File: src/rtl/load_extend_ctrl.sv
// MEM-stage load sequencer: issues a word-aligned read, waits a fixed latency,
// then lane-selects and sign/zero-extends the result behind a valid/ready handshake.
module load_extend_ctrl #(
    parameter int unsigned DATA_BITS   = 32,
    parameter int unsigned ADDR_BITS   = 32,
    parameter int unsigned MEM_LATENCY = 2
) (
    input  logic                 clk,
    input  logic                 rst_n,
    input  logic                 req_valid,
    output logic                 req_ready,
    input  logic [ADDR_BITS-1:0] req_addr,
    input  logic [1:0]           req_size,
    input  logic                 req_unsigned,
    output logic                 mem_req,
    output logic [ADDR_BITS-1:0] mem_addr,
    input  logic [DATA_BITS-1:0] mem_rdata,
    output logic                 resp_valid,
    input  logic                 resp_ready,
    output logic [DATA_BITS-1:0] resp_data,
    output logic                 resp_err
);

    typedef enum logic [1:0] {IDLE, ISSUE, WAIT, RESP} state_t;

    state_t                 state_q, state_d;
    logic [1:0]             addr_lo_q, addr_lo_d;
    logic [1:0]             size_q, size_d;
    logic                   unsigned_q, unsigned_d;
    logic [3:0]             cnt_q, cnt_d;
    logic [DATA_BITS-1:0]   resp_data_q, resp_data_d;
    logic                   resp_err_q, resp_err_d;
    logic [ADDR_BITS-1:0]   mem_addr_q, mem_addr_d;

    logic                   req_err;
    logic                   accept;
    logic [7:0]             byte_sel;
    logic [15:0]            half_sel;
    logic                   sign_fill;
    logic [DATA_BITS-1:0]   extended;

    always_ff @(posedge clk or negedge rst_n) begin
        if (!rst_n) begin
            state_q     <= IDLE;
            addr_lo_q   <= '0;
            size_q      <= '0;
            unsigned_q  <= 1'b0;
            cnt_q       <= '0;
            resp_data_q <= '0;
            resp_err_q  <= 1'b0;
            mem_addr_q  <= '0;
        end else begin
            state_q     <= state_d;
            addr_lo_q   <= addr_lo_d;
            size_q      <= size_d;
            unsigned_q  <= unsigned_d;
            cnt_q       <= cnt_d;
            resp_data_q <= resp_data_d;
            resp_err_q  <= resp_err_d;
            mem_addr_q  <= mem_addr_d;
        end
    end

    always_comb begin
        req_err = 1'b0;
        unique case (req_size)
            2'b00:   req_err = 1'b0;
            2'b01:   req_err = req_addr[0];
            2'b10:   req_err = |req_addr[1:0];
            default: req_err = 1'b1;
        endcase
    end

    assign accept = (state_q == IDLE) && req_valid;

    always_comb begin
        state_d = state_q;
        unique case (state_q)
            IDLE:  if (req_valid) state_d = req_err ? RESP : ISSUE;
            ISSUE: state_d = WAIT;
            WAIT:  if (cnt_q == '0) state_d = RESP;
            RESP:  if (resp_ready) state_d = IDLE;
            default: state_d = IDLE;
        endcase
    end

    // Little-endian lane select on the latched low address bits.
    always_comb begin
        byte_sel  = mem_rdata[{addr_lo_q, 3'b000} +: 8];
        half_sel  = mem_rdata[{addr_lo_q[1], 4'b0000} +: 16];
        sign_fill = 1'b0;
        extended  = mem_rdata;
        unique case (size_q)
            2'b00: begin
                sign_fill = ~unsigned_q & byte_sel[7];
                extended  = {{(DATA_BITS-8){sign_fill}}, byte_sel};
            end
            2'b01: begin
                sign_fill = ~unsigned_q & half_sel[15];
                extended  = {{(DATA_BITS-16){sign_fill}}, half_sel};
            end
            default: extended = mem_rdata;
        endcase
    end

    always_comb begin
        addr_lo_d   = addr_lo_q;
        size_d      = size_q;
        unsigned_d  = unsigned_q;
        cnt_d       = cnt_q;
        resp_data_d = resp_data_q;
        resp_err_d  = resp_err_q;
        mem_addr_d  = mem_addr_q;
        if (accept) begin
            addr_lo_d  = req_addr[1:0];
            size_d     = req_size;
            unsigned_d = req_unsigned;
            if (req_err) begin
                resp_data_d = '0;
                resp_err_d  = 1'b1;
            end else begin
                mem_addr_d = {req_addr[ADDR_BITS-1:2], 2'b00};
            end
        end
        if (state_q == ISSUE) begin
            cnt_d = 4'(MEM_LATENCY - 1);
        end
        if (state_q == WAIT) begin
            if (cnt_q == '0) begin
                resp_data_d = extended;
                resp_err_d  = 1'b0;
            end else begin
                cnt_d = cnt_q - 4'd1;
            end
        end
    end

    always_comb begin
        req_ready  = (state_q == IDLE);
        mem_req    = (state_q == ISSUE);
        resp_valid = (state_q == RESP);
        mem_addr   = mem_addr_q;
        resp_data  = resp_data_q;
        resp_err   = resp_err_q;
    end

endmodule

File: config.mk
export PLATFORM = sky130hd
export DESIGN_NAME = load_extend_ctrl
export DESIGN_NICKNAME = d
export VERILOG_FILES = /design/src/rtl/load_extend_ctrl.sv
export SDC_FILE = /design/constraint.sdc
export NUM_CORES = 1
export LEC_CHECK = 0
export CAP_MARGIN = 20
export CORE_ASPECT_RATIO = 0.7
export CORE_MARGIN = 8
export CORE_UTILIZATION = 40
export DETAILED_ROUTE_END_ITERATION = 12
export GPL_ROUTABILITY_DRIVEN = 1
export MAX_ROUTING_LAYER = met4
export PLACE_DENSITY_LB_ADDON = 0.15
export SLEW_MARGIN = 10
export SYNTH_ARGS = -nofsm -noshare
export SYNTH_HDL_FRONTEND = slang
export SYNTH_SLANG_ARGS = --single-unit
File: constraint.sdc
create_clock -name clk -period 1.6 [get_ports clk]
set_input_delay 0.24 -clock clk [delete_from_list [all_inputs] [get_ports clk]]
set_output_delay 0.24 -clock clk [all_outputs]
set_load 0.02 [all_outputs]
* After elaboration in Yosys (flattened, before gate mapping)
Index checks and enable logic that the tools add are counted.
Storage, ports and cells: flip-flop bits (word level) 74, input port bits 71, output and inout port bits 68
Operators by class: add/sub/neg operators 1, equality and inequality tests 9, shift-type cells 2, muxes and demuxes 18, bitwise logic cells 4, reductions and logical operators 8
Operator list (count):
- $mux W32 | 4
- $pmux W32 S2 | 1
- $shiftx A32 B6 Y16 | 1
- $shiftx A32 B6 Y8 | 1
- $mux W4 | 3
- $mux W2 | 4
- $pmux W2 S4 | 1
- $eq A2 B1 Y1 const B | 3
- $eq A2 B2 Y1 const B | 3
- $logic_not A2 Y1 | 3
- $logic_not A4 Y1 | 1
- $mux W1 | 4
- $ne A2 B2 Y1 const B | 2
- $sub A4 B1 Y4 const B | 1
- $pmux W1 S3 | 1
- $reduce_and A3 Y1 | 1
- $and A1 B1 Y1 | 2
- $ne A2 B1 Y1 const B | 1
- $not A1 Y1 | 2
- $reduce_and A2 Y1 | 1
- $reduce_or A2 Y1 | 1
- $logic_and A1 B1 Y1 | 1

* Depth between registers and ports, before layout
Gate-level depths: netlist (run 1).
depth in word-level cells 6, mapped depth 8, mapped depth without buffers 6

* Least setup slack after synthesis (run 1)
OpenSTA, ideal clock, no wires.
path type register to register, from reg state_q[0], to reg resp_data_q[12] (netlist: resp_data[12]), library setup time 0.118 ns, arrival time 1.786 ns, slack -0.304 ns, stages on the path, launching flop included 9, period minus slack after synthesis 1.904 ns, cells stage by stage dfrtp_1 inv_1 ha_1 and2_1 o221ai_4 and2_1 buf_6 buf_6 a21o_1
Between the ends: word-level cells in the longest chain between the ends 5, elaborated cells on any way between the ends 6, those cells by class eq/ne: 1; mux: 3; reduce/logical: 2
Ends and longest elaborated chain:
- from (decl) | RTL line 26 | state_t state_q, state_d;
- from (signal assigned) | RTL line 53 | state_q <= state_d;
- $logic_not A2 Y1 (*)
- net req_ready | RTL line 11 | output logic req_ready,
- $logic_and A1 B1 Y1 (*) | RTL line 74 | assign accept = (state_q == IDLE) && req_valid;
- $mux W32 (*) | RTL line 114 | if (accept) begin
- $mux W32 | RTL line 129 | if (cnt_q == '0) begin
- $mux W32 (*) | RTL line 128 | if (state_q == WAIT) begin
- net resp_data_d[12] | RTL line 31 | logic [DATA_BITS-1:0] resp_data_q, resp_data_d;
- to (signal assigned) | RTL line 58 | resp_data_q <= resp_data_d;
- to (decl) | RTL line 31
Mark *: on every way through the listed nets, which the timed path passes. The rest lies on a longest branch. A chain may end at the register's enable or synchronous reset.

* Final worst setup path (run 1)
from reg state_q[0], to reg mem_addr_q[24] (netlist: mem_addr[24])
Between the ends: word-level cells in the longest chain between the ends 3
Ends and longest elaborated chain:
- $logic_not A2 Y1 | RTL line 74
- $logic_and A1 B1 Y1 | RTL line 74
- $reduce_and A2 Y1 (no line)
- to (signal assigned) | RTL line 60 | mem_addr_q <= mem_addr_d;
- to (decl) | RTL line 33 | logic [ADDR_BITS-1:0] mem_addr_q, mem_addr_d;
Every way passes these cells.

==> results of run 1 <==
==> layout make-up <==
cell class                 instances  share of cell area
tap                              124              0.0260
timing repair buffer             178               0.304
antenna                            1            0.000419
clock inverter                     3              0.0109
sequential                        74               0.310
multi-input combinational        200               0.300
clock buffer                      12              0.0396
inverter                          15             0.00942
==> worst paths after layout <==
kind / endpoint / from / depth (start not counted)
min: resp_err / rst_n / 3
max in group asynchronous: resp_data[4] / rst_n / 3
min in group clk: resp_data[10] / resp_data[10] / 1
max: mem_addr[24] / state_q[0] / 7
max reg2reg: mem_addr[24] / state_q[0] / 7
min reg2reg: resp_data[10] / resp_data[10] / 1
==> through the flow <==
step	power, mW	setup slack (ns)	area, µm²
2_1_floorplan	7.05	-0.0202	3700
3_3_place_gp	9.67	-0.383	5330
3_5_place_dp	9.81	-0.391	5330
4_1_cts	12.1	-0.0383	5730
5_1_grt	13.1	-0.107	5980
6_report	12.4	-0.0500	5980
==> power by group through the flow <==
stage          combinational (mW)  clock, mW  sequential (mW)
5_1_grt                      7.36       2.22             3.51
2_1_floorplan                2.77          0             4.28
3_3_place_gp                 6.32          0             3.35
3_5_place_dp                 6.42          0             3.39
6_report                     6.91       2.10             3.38
4_1_cts                      6.60       2.14             3.38
==> cell families after synthesis <==
family	count (synthesis)	synth area share
simple gates	40	0.0593
other cells	1	0.00102
flops	74	0.505
buf+inv	38	0.0539
fa+ha+maj	6	0.0205
mux	56	0.172
compound gates	96	0.189
==> state kept, by name, indices dropped and copies added (netlist names) <==
signal	count
addr_lo_q	2
cnt_q	4
mem_addr	30
resp_data	32
resp_err	1
size_q	2
state_q	2
unsigned_q	1
==> metal layers <==
metal,vias up,wire [µm]
met5,-,0
met4,0,81
met3,8,906
met2,106,5230
met1,1544,5050
li1,1471,-
==> placed cells by master, fill, tap and decap left out, types with 9 or more instances in the layout <==
cell             count
a221oi_1             9
inv_1               12
mux2_4              11
a21oi_2             14
nand2_1             10
clkbuf_16           11
mux2i_1             12
a21oi_1             37
mux2_2              28
buf_4               26
dfrtp_1             74
clkdlybuf4s50_1    124
==> worst max-delay path, cell delays in order, from the launching register on <==
cell,delay [ns]
dfrtp_1,0.40
inv_2,0.12
ha_4,0.16
and2_4,0.17
o21ai_4,0.07
buf_12,0.15
clkbuf_16,0.16
mux2_1,0.31
==> what timing repair did <==
| action | in CTS | in global routing |
|---|---|---|
| pin swaps | 3 | 2 |
| buffers inserted | 2 | 6 |
| endpoints found under the hold margin | 74 | 0 |
| endpoints found under the setup margin | 32 | 72 |
| hold buffers | 1 | 0 |
| gates resized for setup | 18 | 39 |
| gates cloned | 2 | 3 |
==> results.ini, run 1 <==
[timing]
setup_viol=24
fin_tns_setup_ns=-0.590
hold_viol_final=0
setup_slack_ns=-0.0500
fmax_mhz=606
period_minus_slack_ns=1.65
holdWs_ns=0.442
period_share=1.03
fin_worst_skew_ns=0.00334
finalMaxSlewViolations=0
rsz0062_at_grt=yes

[placement]
dp_cells=577
portBuffers=136
hpwl_mm=7.91
place.gp.congestion=0.841

[pwr]
clkPwrFrac=0.169
power.share.sequential=0.273
p_int_mw=7.69
p_sw_mw=4.71
power_frac_comb=0.558
peakVddDrop_v=0.00108
p_leak_nw=2.70
powerDensity_nw_per_um2=2070
switching_share=0.380

[synthesis]
yosys_warnings=0
synth_top_area_cell=dfrtp_1
yosysMostFrequentCell=dfrtp_1
synth-seq-cells=74
synth_seq_area_share=0.505
synth_area_um2=3670
syn_avg_cell_area_um2=11.8
synth_flop_cell=dfrtp_1
synthArstFlopShare=1.00
synthTopCellsByArea=dfrtp_1 (50%), mux2_2 (12%), a21oi_1 (5.6%)
synth_top_area_frac=0.505
synthTopCellsByCount=dfrtp_1 (74), a21oi_1 (41), mux2_2 (38)
synth.distinct_cells=41
synth-edff-count=0
synth_cells=311

[global_routing]
use_met1=0.217
use_met3=0.0636
antenna_found_initial=1
grt_pass1_wl_mm=16.7
grt.busiest_layer=met2
overflow=0
use_met2=0.278
grt_max_degree=75
track_usage=0.179
grt_pass1_vias=3264

[critical_path]
r2r_setup_slack_ns=-0.05
crit_arrival_ns=1.86
worstPathMaxFanout=8
crit_path_end_kind=flop
cp.required_ns=1.81
critPathKind=reg2reg
cp-start-kind=flop

[finish]
drive_gt1_frac=0.286
fill_cells=743
multi_input_area_um2=1790
final-seq-area_um2=1850
fin_util=0.664
syn_to_final_growth_pct=62.9
finalNonFillerCells=607
nets=555

[floorplan]
die_area_um2=12500
die_h_um=96.1
rows=29
initial_core_util=0.408
die_w_um=130
core_area_um2=9000
io_pins=139

[routing]
viasPerCell=5.15
routed_wl_mm=11.3
first_iter_violations=176
ant_nets=0
drc_errors=0
wl_per_cell_um=18.6
vias=3129
drt_pre_antenna_iters=4

[job]
drv_cap=0

[cts]
cts_buffers=9
worst_skew_pair.late_latency_ns=0.33
clk_path_buf_depth=2
cts_tree=done
root_buffer=clkbuf_16
clk_pin_slew_ns=0.06
h-tree-depth=3
clock_sinks=74

[worst_hold_path]
hold_class=in2async

[run_status]
outcome=finished, violations left
violations=negative setup slack

Note: power is estimated with default switching activity, not from simulation.
==> run 2, diff against run 1 <==
GPL_ROUTABILITY_DRIVEN = default   (was 1)
PLACE_DENSITY = 0.77   (was default)
PLACE_DENSITY_LB_ADDON = default   (was 0.15)
TNS_END_PERCENT = 5   (was default)
==> run 2 against run 1 <==
The run still ends with negative setup slack left; critical path depth decreased by 2; final area shrank 1.4%; power down 0.47%; wire length grew 1.6%; sequential share of layout area increased by 0.45 points.
==> results.ini, run 2 (synthesized netlist as in run 1, its figures left out) <==
[finish]
nets=550
num_antenna_cells=0
drive_gt1_frac=0.276
syn_to_final_growth_pct=60.6
final_cell_mix=clkdlybuf4s50_1 (124), dfrtp_1 (74), a21oi_1 (41)
mostFrequentLayoutCell=clkdlybuf4s50_1
fill_cells=719
finalNonFillerCells=602
largest_reg_flops=32

[timing]
relSlewSlack=0.604
worst_pin_slew_ns=0.593
fin_tns_setup_ns=-0.594
finalMaxSlewViolations=0
hold_viol_final=0
period_share=1.05
setup_slack_ns=-0.0771
period_minus_slack_ns=1.68
rsz0062_at_grt=yes
holdWs_ns=0.386
fin_worst_skew_ns=0.00435
setup_viol=16
fmax_mhz=596

[job]
drv_cap=0

[global_routing]
track_usage=0.187
grt_pass1_vias=3426
antenna_found_initial=0
grt_max_degree=50
grt_pass1_wl_mm=17.3
overflow=0

[routing]
dr_wl_met2_mm=5.12
topRoutingLayerUsed=met4
drt_pre_antenna_iters=4
wl_met3_mm=1.24
ant_nets=0
wl_per_cell_um=19.0
first_iter_violations=218
wl_met1_mm=4.87
viasPerCell=5.26
routed_wl_mm=11.5
vias=3169
drc_errors=0

[worst_hold_path]
hold_class=in2async

[critical_path]
crit_arrival_ns=1.90
r2r_setup_slack_ns=-0.08
cp.required_ns=1.82
rr_startpoint=addr_lo_q[1]
worstPathMaxFanout=6
crit_path_start=addr_lo_q[1]
critPathKind=reg2reg
cp-start-kind=flop
crit_path_end_kind=flop

[cts]
cts_buffers=9
root_buffer=clkbuf_16
worst_skew_pair.late_latency_ns=0.33
h-tree-depth=3
clk_pin_slew_ns=0.06
clock_sinks=74
cts_tree=done
clk_path_buf_depth=2

[placement]
dp_cells=579
hpwl_mm=8.39
portBuffers=136
place.gp.congestion=0.833

[floorplan]
io_pins=139
die_h_um=96.1
die_area_um2=12500
core_area_um2=9000
die_w_um=130
initial_core_util=0.408
rows=29

[pwr]
peakVddDrop_v=0.00138
p_leak_nw=2.62
powerDensity_nw_per_um2=2090

[run_status]
outcome=finished, violations left
violations=negative setup slack

## run 2: worst paths after layout
check                                      to  cells past startpoint
worst max-delay path            resp_data[13]                      5
worst min-delay path            resp_data[27]                      2
worst max register to register  resp_data[13]                      5
worst min register to register  resp_data[10]                      1
max in group asynchronous        mem_addr[18]                      3
min in group clk                resp_data[10]                      1
## run 2: worst max-delay path, stage by stage (launching register included)
cell and delay, ns:
dfrtp_1 0.41, mux4_2 0.57, a21oi_4 0.20, buf_6 0.16, a221oi_2 0.06, a21o_1 0.16
## run 2: layout make-up
class,instances,area (µm²),share of cell area
Multi-Input combinational cell,200,1740,0.296
Clock buffer,11,243,0.0412
Sequential cell,74,1850,0.314
Clock inverter,5,77.6,0.0132
Timing Repair Buffer,173,1770,0.300
Inverter,15,56.3,0.00956
Tap cell,124,155,0.0263
## run 2: through the flow
step | instance area [µm²] | power, mW | utilization | setup WS, ns
final | 5890 | 12.3 | 0.655 | -0.0771
after global routing | 5890 | 13.0 | 0.655 | -0.125
after CTS | 5710 | 12.1 | 0.634 | -0.0813
after detailed placement | 5370 | 9.88 | 0.597 | -0.369
after global placement | 5370 | 9.68 | 0.597 | -0.304
after floorplan | 3700 | 7.05 | - | -0.0202
## run 2: per-layer routing
layer	track usage	vias up
met5	-	-
met3	0.0786	15
li1	-	1460
met2	0.292	145
met4	0.0771	0
met1	0.210	1549
## run 2: power breakdown
| group | switching [mW] | leakage, nW | total, mW | internal, mW |
|---|---|---|---|---|
| combinational | 3.36 | 1.56 | 6.75 | 3.39 |
| sequential | 0.612 | 0.914 | 3.42 | 2.81 |
| clock | 0.764 | 0.156 | 2.17 | 1.40 |
| total | 4.74 | 2.62 | 12.3 | 7.60 |
## run 2: repair_timing
action                                  in CTS  in global routing
endpoints found under the setup margin      33                 72
pin swaps                                    2                  4
cloned                                       0                  2
buffers inserted                             0                  4
hold buffers                                 1                  0
resized for setup                           10                 29
endpoints found under the hold margin       25                  0
